**src/rtl/gfx_pkg.sv**
```systemverilog
// Shared constants and types for the triangle fetch path.
package gfx_pkg;

  localparam int VTX_WORDS = 15;  // words per assembled triangle
  localparam int WORD_W    = 32;
  localparam int RGB_W     = 24;
  localparam int FRAC_BITS = 16;  // s15.16 coordinates and normals

  // Word positions inside a triangle, in stream order.
  localparam int IDX_X1   = 0;
  localparam int IDX_RGB1 = 3;
  localparam int IDX_RGB2 = 7;
  localparam int IDX_RGB3 = 11;
  localparam int IDX_NX   = 12;
  localparam int IDX_LAST = VTX_WORDS - 1;

  typedef enum logic {
    S_FILL = 1'b0,
    S_FULL = 1'b1
  } fetch_state_t;

  // Colour words carry rgb in the low 24 bits; the top byte is ignored.
  function automatic logic [RGB_W-1:0] rgb_of(input logic [WORD_W-1:0] word);
    return word[RGB_W-1:0];
  endfunction

endpackage

```
**src/rtl/tri_hold_reg.sv**
```systemverilog
// Output holding register: presents one assembled triangle downstream with
// valid/stall handshaking and counts delivered triangles.
module tri_hold_reg
  import gfx_pkg::*;
#(
  parameter int NUM_WORDS = VTX_WORDS,
  parameter int CNT_W     = 16
) (
  input  logic                        clock,
  input  logic                        reset,
  input  logic                        load_i,
  input  logic [NUM_WORDS*WORD_W-1:0] words_i,
  input  logic                        pend_done_i,
  input  logic                        stall_i,
  output logic [NUM_WORDS*WORD_W-1:0] v_o,
  output logic [RGB_W-1:0]            color1_o,
  output logic [RGB_W-1:0]            color2_o,
  output logic [RGB_W-1:0]            color3_o,
  output logic                        valid_o,
  output logic                        done_o,
  output logic [CNT_W-1:0]            count_o,
  output logic                        slot_free_o
);

  logic [NUM_WORDS*WORD_W-1:0] v_q;
  logic [RGB_W-1:0]            color1_q, color2_q, color3_q;
  logic                        valid_q, done_q;
  logic [CNT_W-1:0]            count_q;
  logic                        xfer;

  // A held triangle leaves when downstream is not stalling.
  assign xfer        = valid_q && !stall_i;
  // The slot can take a new triangle if empty or emptying this edge.
  assign slot_free_o = !valid_q || !stall_i;

  // Load wins over transfer so a simultaneous pair stays back-to-back.
  always_ff @(posedge clock or negedge reset) begin
    if (!reset) begin
      v_q      <= '0;
      color1_q <= '0;
      color2_q <= '0;
      color3_q <= '0;
      valid_q  <= 1'b0;
      done_q   <= 1'b0;
    end else if (load_i) begin
      v_q      <= words_i;
      color1_q <= rgb_of(words_i[IDX_RGB1*WORD_W +: WORD_W]);
      color2_q <= rgb_of(words_i[IDX_RGB2*WORD_W +: WORD_W]);
      color3_q <= rgb_of(words_i[IDX_RGB3*WORD_W +: WORD_W]);
      done_q   <= pend_done_i;
      valid_q  <= 1'b1;
    end else if (xfer) begin
      valid_q <= 1'b0;
      done_q  <= 1'b0;
    end
  end

  // Delivered-triangle counter, wraps naturally at 2^CNT_W.
  always_ff @(posedge clock or negedge reset) begin
    if (!reset) begin
      count_q <= '0;
    end else if (xfer) begin
      count_q <= count_q + 1'b1;
    end
  end

  assign v_o      = v_q;
  assign color1_o = color1_q;
  assign color2_o = color2_q;
  assign color3_o = color3_q;
  assign valid_o  = valid_q;
  assign done_o   = done_q;
  assign count_o  = count_q;

endmodule

```
**src/rtl/tri_fetch.sv**
```systemverilog
// Triangle fetch: assembles 15-word triangles from a word stream and hands
// them to the holding register; assembly of the next triangle overlaps with
// the current one being held downstream.
module tri_fetch
  import gfx_pkg::*;
#(
  parameter int NUM_WORDS = VTX_WORDS,
  parameter int CNT_W     = 16
) (
  input  logic                        clock,
  input  logic                        reset,
  input  logic [WORD_W-1:0]           wr_data,
  input  logic                        wr_valid,
  input  logic                        wr_last,
  output logic                        wr_ready,
  output logic [NUM_WORDS*WORD_W-1:0] v_out,
  output logic [RGB_W-1:0]            color_out1,
  output logic [RGB_W-1:0]            color_out2,
  output logic [RGB_W-1:0]            color_out3,
  output logic                        out_data_valid,
  input  logic                        stall_in,
  output logic                        done_out,
  output logic [CNT_W-1:0]            tri_count,
  output logic                        protocol_err
);

  localparam int IDX_W = $clog2(NUM_WORDS);
  localparam logic [IDX_W-1:0] IDX_END = IDX_W'(NUM_WORDS - 1);

  fetch_state_t                state_q;
  logic [IDX_W-1:0]            idx_q;
  logic                        pend_done_q;
  logic                        perr_q;
  logic [WORD_W-1:0]           buf_q [NUM_WORDS];
  logic [NUM_WORDS*WORD_W-1:0] buf_flat;
  logic                        accept;
  logic                        load;
  logic                        slot_free;

  assign wr_ready     = (state_q == S_FILL);
  assign accept       = wr_valid && wr_ready;
  assign load         = (state_q == S_FULL) && slot_free;
  assign protocol_err = perr_q;

  // Capture each accepted word at its stream position.
  // NOTE: the assembly buffer has no reset; every slot is rewritten before a
  // triangle can be loaded from it, so stale contents are never observed.
  always_ff @(posedge clock) begin
    if (accept) begin
      buf_q[idx_q] <= wr_data;
    end
  end

  genvar g;
  for (g = 0; g < NUM_WORDS; g++) begin : g_flat
    assign buf_flat[g*WORD_W +: WORD_W] = buf_q[g];
  end

  // Assembly FSM: fill 15 words, then wait for the output slot.
  // NOTE: state registers use non-blocking assignments so every branch reads
  // the pre-edge values of idx_q/state_q regardless of statement order.
  always_ff @(posedge clock or negedge reset) begin
    if (!reset) begin
      state_q     <= S_FILL;
      idx_q       <= '0;
      pend_done_q <= 1'b0;
      perr_q      <= 1'b0;
    end else begin
      case (state_q)
        S_FILL: begin
          if (accept) begin
            if (idx_q == IDX_END) begin
              idx_q       <= '0;
              pend_done_q <= wr_last;
              state_q     <= S_FULL;
            end else if (wr_last) begin
              // Early end-of-frame: drop the partial triangle and resync.
              idx_q  <= '0;
              perr_q <= 1'b1;
            end else begin
              idx_q <= idx_q + 1'b1;
            end
          end
        end
        S_FULL: begin
          if (load) begin
            state_q <= S_FILL;
          end
        end
        default: state_q <= S_FILL;
      endcase
    end
  end

  tri_hold_reg #(
    .NUM_WORDS(NUM_WORDS),
    .CNT_W    (CNT_W)
  ) u_hold (
    .clock      (clock),
    .reset      (reset),
    .load_i     (load),
    .words_i    (buf_flat),
    .pend_done_i(pend_done_q),
    .stall_i    (stall_in),
    .v_o        (v_out),
    .color1_o   (color_out1),
    .color2_o   (color_out2),
    .color3_o   (color_out3),
    .valid_o    (out_data_valid),
    .done_o     (done_out),
    .count_o    (tri_count),
    .slot_free_o(slot_free)
  );

endmodule

```
**config.mk**
```make
export PLATFORM = sky130hd
export DESIGN_NAME = tri_fetch
export DESIGN_NICKNAME = d
export VERILOG_FILES = /design/src/rtl/gfx_pkg.sv /design/src/rtl/tri_hold_reg.sv /design/src/rtl/tri_fetch.sv
export SDC_FILE = /design/constraint.sdc
export NUM_CORES = 1
export LEC_CHECK = 0
export BUFFER_PORTS_ARGS = -buffer_cell sky130_fd_sc_hd__buf_2
export CORE_MARGIN = 2
export CORE_UTILIZATION = 30
export CTS_BUF_LIST = sky130_fd_sc_hd__clkbuf_16
export CTS_CLUSTER_DIAMETER = 200
export DETAILED_ROUTE_END_ITERATION = 16
export PLACE_DENSITY_LB_ADDON = 0.05
export SYNTH_ARGS = -nofsm -noshare
export SYNTH_HDL_FRONTEND = slang
export SYNTH_HIERARCHICAL = 1
export SYNTH_SLANG_ARGS = --single-unit
```
**constraint.sdc**
```tcl
create_clock -name clock -period 4.11 [get_ports clock]
set_input_delay 0.6165 -clock clock [delete_from_list [all_inputs] [get_ports clock]]
set_output_delay 0.6165 -clock clock [all_outputs]
set_load 0.05 [all_outputs]
```
Yosys cells after proc, flatten, opt, wreduce, memory -nomap -nowiden --
Memories as Yosys holds them, arrays and structs flattened. A register that Yosys moved wholly into a read port is not among the register bits. Index checks and enable logic that the tools add are counted.
Storage, ports and cells: memories 1, bits in writable memories 480, flip-flop bits (word level) 577, bits of input ports 37, output and inout bits 572
Cells by class: add/sub/neg operators 2, reductions and logical operators 22, equal/unequal tests 1, bitwise operators 2, multiplexer cells 11
Memories:
- buf_q | words 15, bits a word 32, rd ports 15, clocked after memory_dff 12, write ports 1, RTL line tri_fetch.sv:34 | logic [WORD_W-1:0] buf_q [NUM_WORDS];
Operator list (number):
- 16-bit by 1-bit adder with 16-bit output, second input constant | 1
- 1-bit zero test | 14
- 1-bit 2-to-1 mux | 8
- 4-bit 2-to-1 mux | 2
- 4-bit by 1-bit adder with 4-bit output, second input constant | 1
- 4-bit == test, second input constant | 1
- 4-bit AND reduction | 1
- 1-bit logical AND | 3
- 3-bit AND reduction | 1
- 1-bit NOT | 2
- 1-bit case mux with 2 select lines | 1
- 2-bit AND reduction | 1
- 2-bit nonzero test | 1
- 1-bit logical OR | 1

Depth between registers and ports, before layout --
Gate-level depths: netlist (run 1).
depth after elaboration 5, depth in mapped cells 7, gate-level depth less buffers 5

Cells and area by module --
Netlist (run 1), hierarchy kept.
Modules (own cells, without submodules):
- tri_hold_reg | seq. area each 12462.0 µm², area each 19137.1 µm², instances 1, cells an instance 1153
- tri_fetch | seq. area each 14589.0 µm², area each 14945.6 µm², instances 1, cells an instance 538

Least setup slack after synthesis (run 1) --
Ideal clock, no wire load.
kind input to register, start point in wr_valid, end point mem buf_q[11][0] (enable), path buffers 1, slack -305 ps, stages on the path 3, arrival time 3913 ps, data required time 3609 ps, cell sequence nand2b_4 -> buf_2 -> nor4_1
On the way: longest elaborated chain between the ends 3
RTL lines:
- from (decl) | RTL line tri_fetch.sv:13 | input logic wr_valid,
- 1-bit logical AND | RTL line tri_fetch.sv:41 | assign accept = wr_valid && wr_ready;
- 1-bit 2-to-1 mux | RTL line tri_fetch.sv:49 | if (accept) begin
- 1-bit 2-to-1 mux (implied by the code) | RTL line tri_fetch.sv:50 | buf_q[idx_q] <= wr_data;
- to (decl) | RTL line tri_fetch.sv:34
No other way between the ends.

Worst setup path in the final report (run 1) --
start point reg idx_q[0], end point mem buf_q[14][19] (enable)
RTL lines:
- from (decl) | RTL line tri_fetch.sv:31 | logic [IDX_W-1:0] idx_q;
- from (signal assigned) | RTL line tri_fetch.sv:81 | idx_q <= idx_q + 1'b1;
No word-level cell before the write port.

==> results.txt, run 1 <==
----------------------------------------------------
[Critical path]
  Critical path's slowest cell ... sky130_fd_sc_hd__nor2_4
  Worst path max stage delay ... 0.81 ns
  Buf/Inv on CP ... 2
  Nature of the critical path startpoint ... flop
  Setup crit end kind ... flop
  Data arrival time of the critical path ... 2.92 ns
  Data required time at the worst endpoint ... 4.47 ns
  Cell chain of the critical path ... inv_1, ha_1, nand3_2, nor2_4, buf_4
  CP max FO ... 19
  Family of cells with the greatest summed delay on the critical path ... simple AND/OR/NAND/NOR gates
  Crit Path Class ... reg -> reg

[Final layout]
  Final design utilization ... 37.2%
  Number of fillers in the final layout ... roughly 11000
  Nets@finish ... 2356
  Sequential cell area ... 27100 µm²
  Area Overhead vs Synth ... 23.1%
  Multi-input combinational cell area ... 6110 µm²
  Ratio of cells with drive above 1 in the final layout ... a little over half

[Floorplanning]
  Initial standard-cell utilization of the core ... 30.3%
  Overall die width ... 341 µm
  Y dimension of the die ... 341 µm
  Standard-cell rows ... 123
  Num ports ... 609
  Area of the core ... 113000 µm²
  Total die area ... ~120000 µm²

[Timing]
  Total Negative Setup Slacks ... 0 ns
  Hold Fails Final Rpt ... 0
  Number of setup violations in the final report ... 0
  Slew HR ... 18.0%
  Share of the clock period used by the worst path after layout ... 62.4%
  Number of slew-limit violations in the final report ... 0
  Maximum achievable frequency ... 390 MHz
  Hold WS ... 0.254 ns
  Shortest period the worst path allows ... 2.56 ns
  Worst Setup Slack, final ... 1.55 ns
  Transition time of the tightest slew-check pin ... between 1 and 1.5 ns
  Final clock skew ... 0.0128 ns
  Unrepaired setup endpoints after global routing ... false

[Detailed routing]
  WL/cell ... approximately 26 µm
  Router iterations before antenna repair ... 7
  Via count ... between 15000 and 20000
  DRC violation count after routing ... 0
  Total detailed-routing wirelength ... ~100 mm
  Final ANT Viol Nets ... 0
  DR iter-0 viols ... around 900
  Via/cell ratio ... roughly 4.4

[Logic synthesis]
  Cell count after synthesis ... 1691
  Part of the Yosys area used for sequential elements ... 79.4%
  Ranking of synthesized cells by area ... sky130_fd_sc_hd__edfxtp_1 (42%), sky130_fd_sc_hd__dfrtp_1 (37%), sky130_fd_sc_hd__mux2_2 (16%)
  Post-synth EDFFs ... 480
  Mapped Nets ... ~1700
  Fraction of registers with async set/reset ... roughly 51%
  Yosys top cell area share ... 42.3%
  Ranking of synthesized cells by instance count ... sky130_fd_sc_hd__dfrtp_1 (505), sky130_fd_sc_hd__mux2_2 (482), sky130_fd_sc_hd__edfxtp_1 (480), sky130_fd_sc_hd__buf_4 (119), sky130_fd_sc_hd__and2_1 (11)
  Largest area contributor in the netlist ... sky130_fd_sc_hd__edfxtp_1
  Avg Cell Area, Syn ... 20.2 µm²
  Post-Syn Area ... 34100 µm²
  Library cells used by synthesis ... 40
  Dominant cell by count in the synthesized netlist ... sky130_fd_sc_hd__dfrtp_1
  Post-synthesis register bit count ... 985
  Most used flip-flop cell after synthesis ... sky130_fd_sc_hd__dfrtp_1
  Number of warnings printed during yosys synthesis ... 6

[CTS]
  H-tree depth ... 3
  Sink Count ... 985
  Maximum clock path buffer count ... 3
  Root cell of the clock tree ... sky130_fd_sc_hd__clkbuf_16
  CTS tree ... yes
  Insertion delay of the later-clocked pin in the worst-skew pair ... slightly below 0.7 ns
  Inserted Clock Buffers ... approximately 110
  Clock-pin slew reported for the worst setup and hold paths after clock tree synthesis ... 0.06 ns
  Post-CTS setup repair buffer count ... 0

[Place]
  Port Buf Inserts ... 608
  Worst slack, placed ... 1.46 ns
  Final RePlAce weighted congestion ... 0.745
  Detail Placement HPWL ... 63.3 mm

[Global routing]
  Final global-route overflow total ... 0
  Pin count of the biggest net entering global routing ... 87
  Overall routing resource usage ... 17.1%
  Antenna violations before repair ... 8
  First-pass GRT wire length ... 141 mm
  Vias in the first global route ... 18000

[Worst hold path]
  Hold WC Path Type ... in -> reg

[Pwr]
  Worst vdd ir ... 0.339 mV
  Leakage power ... 18.2 nW
  Total power divided by cell area ... 526 nW/µm²

[Outcome]
  Status ... finished, final reports clean

[Job]
  Max-capacitance violation count ... 0

----------------------------------------------------
-- metrics by stage --
stage               total power [mW]  cells  cell area (µm²)
floorplan                       12.3   1691            34100
global placement                13.0   3703            38500
detailed placement              13.0   3703            38500
CTS                             22.5   3910            41900
global route                    22.9   3910            41900
finish                          22.1   3914            42000
-- timing repair --
action | CTS | global route
endpoints found under the hold margin | 55 | 0
hold buffers | 1 | 0
resized for setup | 0 | 0
-- power breakdown --
part | internal [mW] | total (mW) | switching (mW)
logic | 0.373 | 1.90 | 1.52
registers | 10.7 | 10.9 | 0.159
clock network | 5.37 | 9.32 | 3.96
total | 16.4 | 22.1 | 5.64
-- logic make-up (layout without fill, tap and decap cells) --
logic type | count (synthesis) | count (layout) | share of synthesized area [%]
buffers and inverters | 135 | 854 | 2.85
AO/OA/AOI/OAI | 10 | 10 | 0.209
AND/OR/NAND/NOR | 59 | 59 | 1.08
XOR/XNOR | 15 | 15 | 0.385
multiplexers | 482 | 482 | 15.9
other | 0 | 4 | 0
flip-flops | 985 | 985 | 79.4
adder cells (fa/ha/maj) | 5 | 5 | 0.184
-- final timing paths --
| path | from | to | slack (ns) | depth (start not counted) |
|---|---|---|---|---|
| max | idx_q[0] | buf_q[14][19] | 1.55 | 5 |
| max reg2reg | idx_q[0] | buf_q[14][19] | 1.55 | 5 |
| min in group asynchronous | reset | u_hold/v_o[103] | 0.51 | 2 |
| min reg2reg | buf_q[9][13] | u_hold/v_o[301] | 0.47 | 1 |
| min | wr_last | idx_q[2] | 0.25 | 2 |
| max in group asynchronous | reset | u_hold/v_o[349] | 2.55 | 3 |
-- sequential cells by signal (all words and copies together) (netlist names) --
| signal | flops |
|---|---|
| state_q | 1 |
| buf_q | 480 |
| u_hold/done_o | 1 |
| pend_done_q | 1 |
| protocol_err | 1 |
| u_hold/count_o | 16 |
| idx_q | 4 |
| u_hold/v_o | 480 |
| u_hold/valid_o | 1 |
-- cells in the final DEF (no fill, tap or decap), types with 6 or more instances in the layout --
| master | instances |
|---|---|
| sky130_fd_sc_hd__edfxtp_1 | 480 |
| sky130_fd_sc_hd__buf_12 | 14 |
| sky130_fd_sc_hd__dfrtp_1 | 505 |
| sky130_fd_sc_hd__buf_4 | 19 |
| sky130_fd_sc_hd__buf_2 | 607 |
| sky130_fd_sc_hd__nor2_1 | 7 |
| sky130_fd_sc_hd__inv_6 | 6 |
| sky130_fd_sc_hd__mux2_2 | 482 |
| sky130_fd_sc_hd__clkinv_1 | 32 |
| sky130_fd_sc_hd__and2_2 | 10 |
| sky130_fd_sc_hd__clkbuf_16 | 111 |
| sky130_fd_sc_hd__inv_1 | 32 |
| sky130_fd_sc_hd__nand2_1 | 9 |
| sky130_fd_sc_hd__bufinv_16 | 8 |
| sky130_fd_sc_hd__clkinv_2 | 22 |
| sky130_fd_sc_hd__xor2_1 | 6 |
| sky130_fd_sc_hd__xnor2_1 | 9 |
-- metal layers --
layer  up-vias  wire, µm  GRT usage (%)
li1       7442         -              -
met1      9319     41400           21.3
met2       502     49400           28.7
met3       126      7240           5.41
met4         0      2210           4.30
met5         -         0              0
-- cell type report --
| class | instances | share of cell area (%) |
|---|---|---|
| flip-flops and latches | 985 | 64.5 |
| multi-input cells | 571 | 14.6 |
| repair buffers | 642 | 8.31 |
| clock buffers | 111 | 6.62 |
| well taps | 1500 | 4.47 |
| clock inverters | 95 | 1.49 |
| inverters | 6 | 0.0537 |
| diodes | 4 | 0.0239 |
-- worst reg2reg max path, stage by stage (launching register included) --
cell and delay (ns):
sky130_fd_sc_hd__dfrtp_1 0.42, sky130_fd_sc_hd__inv_1 0.14, sky130_fd_sc_hd__ha_1 0.28, sky130_fd_sc_hd__nand3_2 0.20, sky130_fd_sc_hd__nor2_4 0.81, sky130_fd_sc_hd__buf_4 0.38
Power figures use the tool's default switching activity.
==> inputs of run 2 (changes only) <==
- clock period: 4.11 -> 2.51 ns (I/O delays scaled with it)
==> run 2 against run 1 <==
  * Critical path type unchanged
  * Fmax rose by 29%
  * Critical path depth did not move
  * Via count decreased by 0.12%
  * Worst setup slack got worse by 1.0 ns
  * Sequential power rose by 63%
  * Sequential share of layout area down 0.87 points
  * First-iteration DRC count decreased by 5.6%
  * Register-to-register slack worse by 1.0 ns
  * Cell count rose by 0.89%
  * Sequential cell count stayed put
==> results.txt, run 2 (synthesized netlist as in run 1, its figures left out) <==
----------------------------------------------------
[CTS]
  Inserted Clock Buffers ... 110
  Number of resized instances in the post-cts repair step ... 0
  Sink Count ... 985
  Root cell of the clock tree ... sky130_fd_sc_hd__clkbuf_16
  H-tree depth ... 3
  Clock-pin slew reported for the worst setup and hold paths after clock tree synthesis ... about 0.06 ns
  CTS tree ... yes
  Insertion delay of the later-clocked pin in the worst-skew pair ... about 0.68 ns
  Maximum clock path buffer count ... 3

[Worst hold path]
  Start point of the worst hold path ... stall_in
  Hold WC Path Type ... in -> reg

[Detailed routing]
  Via/cell ratio ... about 4.4
  DR iter-0 viols ... 837
  Via count ... approximately 17000
  Router iterations before antenna repair ... 4
  Total detailed-routing wirelength ... 98.5 mm
  DRC violation count after routing ... 0
  WL/cell ... 24.9 µm
  Final ANT Viol Nets ... 0

[Timing]
  Number of slew-limit violations in the final report ... 0
  Final clock skew ... between 0.015 and 0.02 ns
  Worst Setup Slack, final ... 0.530 ns
  Shortest period the worst path allows ... 1.98 ns
  Slew HR ... 59.1%
  Share of the clock period used by the worst path after layout ... 78.9%
  Unrepaired setup endpoints after global routing ... false
  Hold Fails Final Rpt ... 0
  Number of setup violations in the final report ... 0
  Transition time of the tightest slew-check pin ... 0.613 ns
  Maximum achievable frequency ... 505 MHz

[Critical path]
  Worst path max stage delay ... 0.42 ns
  Critical Path Start ... idx_q[0]
  Critical path's slowest cell ... sky130_fd_sc_hd__dfrtp_1
  Data arrival time of the critical path ... 2.30 ns
  Crit Path Class ... reg -> reg
  CP max FO ... 21
  Worst reg2reg startpoint ... idx_q[0]
  Nature of the critical path startpoint ... flop
  Data required time at the worst endpoint ... around 2.8 ns
  Setup crit end kind ... flop
  FF-to-FF setup slack ... 0.53 ns
  Cell chain of the critical path ... inv_1, ha_1, nand3_2, nor2_4, buf_4

[Global routing]
  Antenna violations before repair ... 6
  Overall routing resource usage ... 16.8%
  Final global-route overflow total ... 0
  First-pass GRT wire length ... 140 mm
  Vias in the first global route ... 18300
  Pin count of the biggest net entering global routing ... approximately 100

[Final layout]
  Number of fillers in the final layout ... 10700
  Most common cell after layout, fill and taps aside ... sky130_fd_sc_hd__buf_2
  Nets@finish ... 2392
  Commonest non-fill, non-tap cells in the layout ... sky130_fd_sc_hd__buf_2 (607), sky130_fd_sc_hd__dfrtp_1 (505), sky130_fd_sc_hd__mux2_2 (482)
  Multi-input combinational cell area ... 6120 µm²
  Sequential cell area ... ~27000 µm²
  Ratio of cells with drive above 1 in the final layout ... between 50% and 60%
  Area Overhead vs Synth ... 24.8%
  Final design utilization ... 37.8%

[Pwr]
  Leakage power ... 18.4 nW
  Worst vdd ir ... 0.448 mV
  Total power divided by cell area ... 860 nW/µm²
  Total Power ... 36.6 mW

[Floorplanning]
  Initial standard-cell utilization of the core ... 30.3%
  Num ports ... 609
  Total die area ... 116000 µm²
  Y dimension of the die ... between 300 and 400 µm
  Area of the core ... 113000 µm²
  Standard-cell rows ... 123
  Overall die width ... 341 µm

[Job]
  Max-capacitance violation count ... 0

[Place]
  Worst slack, placed ... 0.513 ns
  Detail Placement HPWL ... 64.8 mm
  Final RePlAce weighted congestion ... 0.741
  Port Buf Inserts ... 608

[Outcome]
  Status ... finished, final reports clean

----------------------------------------------------
run 2: cell types whose count changed in the layout (fill, tap and decap cells not counted), moves of 3 or more:
| cell | before | now |
|---|---|---|
| sky130_fd_sc_hd__clkinv_2 | 22 | 25 |
| sky130_fd_sc_hd__clkinvlp_4 | 0 | 3 |
| sky130_fd_sc_hd__inv_1 | 32 | 27 |
| sky130_fd_sc_hd__buf_4 | 19 | 37 |
| sky130_fd_sc_hd__bufinv_16 | 8 | 11 |
| sky130_fd_sc_hd__inv_6 | 6 | 3 |
| sky130_fd_sc_hd__buf_12 | 14 | 29 |
run 2: power breakdown:
part	switching [mW]	leakage [nW]	internal, mW
logic	2.52	5.74	0.655
clock network	6.51	1.82	9.13
registers	0.262	10.9	17.5
run 2: area by class of cell:
class / instances / share of cell area [%]
clock buffers: 111 / 6.53
clock inverters: 97 / 1.74
flip-flops and latches: 985 / 63.6
multi-input cells: 571 / 14.4
inverters: 6 / 0.0530
diodes: 3 / 0.0177
well taps: 1500 / 4.41
repair buffers: 676 / 9.24
run 2: per-stage QoR:
step | cell area (µm²) | cells | hold WS (ns) | setup TNS, ns
finish | 42500 | 3949 | 0.0943 | 0
global route | 42500 | 3947 | 0.0769 | 0
global placement | 39000 | 3736 | 0.303 | 0
detailed placement | 39000 | 3736 | 0.305 | 0
floorplan | 34100 | 1691 | 0.0809 | -30.93
CTS | 42500 | 3946 | 0.0237 | 0
run 2: final timing paths:
| check | endpoint | cells after the start |
|---|---|---|
| setup / recovery | buf_q[14][23] | 5 |
| hold / removal | u_hold/count_o[2] | 3 |
| setup reg to reg | buf_q[14][23] | 5 |
| hold reg to reg | u_hold/v_o[315] | 1 |
| max in group asynchronous | u_hold/v_o[404] | 3 |
| min in group asynchronous | u_hold/count_o[12] | 2 |
run 2: layer usage:
metal	track usage (%)	routed length, µm
met1	20.6	40100
met2	28.3	49000
met3	5.39	6910
met4	4.63	2440
met5	0	0
run 2: repair_timing:
action / 4_1_cts / 5_1_grt
endpoints found under the hold margin: 141 / 0
setup endpoints to repair: 0 / 0
setup buffers: 0 / 0
hold buffers: 2 / 0
run 2: worst max-delay path: cells and delay by family (launching register included):
kind,cells,cell delay [ns]
buffers and inverters,2,0.50
flip-flops,1,0.42
AND/OR/NAND/NOR,2,0.39
adder cells (fa/ha/maj),1,0.28
==> inputs of run 3 (changes only) <==
- clock period: 2.51 -> 1.9 ns (I/O delays scaled with it)
==> run 3 against run 2 <==
  * Fmax increased by 9.0%
  * Total power increased by 31%
  * Hold slack got worse by 0.026 ns
  * Critical path depth decreased by 2
  * Critical endpoint is now buf_q[4][26]
  * Largest power group unchanged
==> results.txt, run 3 (synthesized netlist as in run 1, its figures left out) <==
----------------------------------------------------
[Timing]
  Worst Setup Slack, final ... 0.0834 ns
  Number of slew-limit violations in the final report ... 0
  Transition time of the tightest slew-check pin ... 0.763 ns
  Shortest period the worst path allows ... 1.82 ns
  Number of setup violations in the final report ... 0
  Hold Fails Final Rpt ... 0
  Share of the clock period used by the worst path after layout ... 95.6%
  Total Negative Setup Slacks ... 0 ns
  Final clock skew ... roughly 0.022 ns
  Slew HR ... 49.0%
  Maximum achievable frequency ... 550 MHz
  Unrepaired setup endpoints after global routing ... true

[Pwr]
  Leakage power ... 18.6 nW
  Worst vdd ir ... 0.764 mV
  Total power divided by cell area ... 1110 nW/µm²

[Final layout]
  Most common cell after layout, fill and taps aside ... sky130_fd_sc_hd__buf_2
  Area Overhead vs Synth ... 26.0%
  Final design instance area without fill ... 43000 µm²
  Commonest non-fill, non-tap cells in the layout ... sky130_fd_sc_hd__buf_2 (607), sky130_fd_sc_hd__dfrtp_1 (505), sky130_fd_sc_hd__mux2_2 (482)
  Final design utilization ... 38.1%
  Ratio of cells with drive above 1 in the final layout ... 55.5%
  Multi-input combinational cell area ... 6130 µm²
  Nets@finish ... around 2400
  Number of fillers in the final layout ... 10600
  Sequential cell area ... between 20000 and 30000 µm²

[Critical path]
  Data required time at the worst endpoint ... around 2.3 ns
  Worst path max stage delay ... 0.66 ns
  Critical path's slowest cell ... sky130_fd_sc_hd__dfrtp_1
  Crit Path Class ... reg -> reg
  Setup crit end kind ... flop
  Data arrival time of the critical path ... 2.19 ns
  CP max FO ... 11
  Nature of the critical path startpoint ... flop
  Cell chain of the critical path ... and3_2, and2_2, buf_12

[Detailed routing]
  Final ANT Viol Nets ... 0
  DR iter-0 viols ... 715
  Via/cell ratio ... 4.39
  Total detailed-routing wirelength ... 99.2 mm
  Router iterations before antenna repair ... 4
  DRC violation count after routing ... 0
  WL/cell ... 24.9 µm
  Via count ... around 17000

[Place]
  Detail Placement HPWL ... 65.6 mm
  Post-place instance area ... 39500 µm²
  Final RePlAce weighted congestion ... 0.751
  Worst slack, placed ... -0.0310 ns
  Port Buf Inserts ... a little over 600

[Floorplanning]
  Area of the core ... 113000 µm²
  Y dimension of the die ... 341 µm
  Standard-cell rows ... 123
  Overall die width ... 341 µm
  Initial standard-cell utilization of the core ... 30.3%
  Num ports ... 609
  Total die area ... 116000 µm²

[CTS]
  Sink Count ... between 900 and 1000
  Post-CTS setup repair buffer count ... 0
  Maximum clock path buffer count ... 3
  CTS tree ... yes
  Root cell of the clock tree ... sky130_fd_sc_hd__clkbuf_16
  H-tree depth ... 3
  Clock-pin slew reported for the worst setup and hold paths after clock tree synthesis ... 0.06 ns
  Insertion delay of the later-clocked pin in the worst-skew pair ... 0.68 ns
  Inserted Clock Buffers ... around 110

[Global routing]
  First-pass GRT wire length ... 141 mm
  Pin count of the biggest net entering global routing ... 73
  Overall routing resource usage ... 16.9%
  Final global-route overflow total ... 0
  Antenna violations before repair ... 6
  Vias in the first global route ... ~19000

[Job]
  Max-capacitance violation count ... 0

[Worst hold path]
  Hold WC Path Type ... in -> reg

[Outcome]
  Status ... finished, final reports clean

----------------------------------------------------
==> run 3: changes by cell type in the layout (fill, tap and decap cells not counted), sizes merged <==
cell,before,now
clkinv,58,55
clkinvlp,3,4
dlygate4sd3,2,5
bufinv,11,7
buf,674,701
inv,31,37
diode,3,6
==> run 3: worst paths after layout <==
kind | startpoint | to | slack (ns) | cells past startpoint
setup / recovery | idx_q[2] | buf_q[4][26] | 0.08 | 3
hold / removal | wr_data[4] | buf_q[4][4] | 0.07 | 1
setup reg to reg | idx_q[2] | buf_q[4][26] | 0.08 | 3
hold reg to reg | buf_q[10][22] | u_hold/v_o[342] | 0.46 | 1
max in group asynchronous | reset | u_hold/v_o[107] | 0.56 | 3
min in group asynchronous | reset | u_hold/v_o[238] | 0.20 | 3
==> run 3: critical path, delay by kind of cell, from the launching register on <==
kind / cells / cell delay (ns)
DFF: 1 / 0.66
buffers and inverters: 1 / 0.19
and+or+nand+nor: 2 / 0.63
==> run 3: final cells by class <==
| type | count | area share, % |
|---|---|---|
| Antenna cell | 6 | 0.0350 |
| Clock buffer | 111 | 6.47 |
| Clock inverter | 97 | 1.47 |
| Inverter | 6 | 0.0524 |
| Multi-Input combinational cell | 571 | 14.3 |
| Sequential cell | 985 | 63.0 |
| Tap cell | 1500 | 4.37 |
| Timing Repair Buffer | 706 | 10.4 |
==> run 3: routing by layer <==
layer  global-route usage, %  routed length, µm  vias to the layer above
li1                        -                  -                     7579
met1                    21.4              41300                     9301
met2                    28.4              49000                      484
met3                    5.27               6880                      127
met4                    3.92               2060                        0
met5                       0                  0                        -
==> run 3: stage by stage <==
| stage | instances | hold slack (ns) | total power [mW] |
|---|---|---|---|
| finish | 3982 | 0.0687 | 47.9 |
| global route | 3976 | 0.0470 | 49.7 |
| CTS | 3976 | 0.0326 | 48.7 |
| detailed placement | 3763 | 0.121 | 28.3 |
| global placement | 3763 | 0.122 | 28.2 |
| floorplan | 1691 | -0.0106 | 26.5 |
==> run 3: timing repair <==
item / CTS / global route
endpoints found under the hold margin: 120 / 0
hold buffers: 5 / 0
gates cloned: 0 / 0
gates resized for setup: 1 / 1
setup endpoints to repair: 32 / 28
==> run 3: report_power, final <==
group / total (mW) / internal, mW / switching, mW
clock: 20.1 / 11.5 / 8.62
sequential: 23.5 / 23.1 / 0.358
combinational: 4.25 / 0.918 / 3.33
total: 47.9 / 35.5 / 12.3
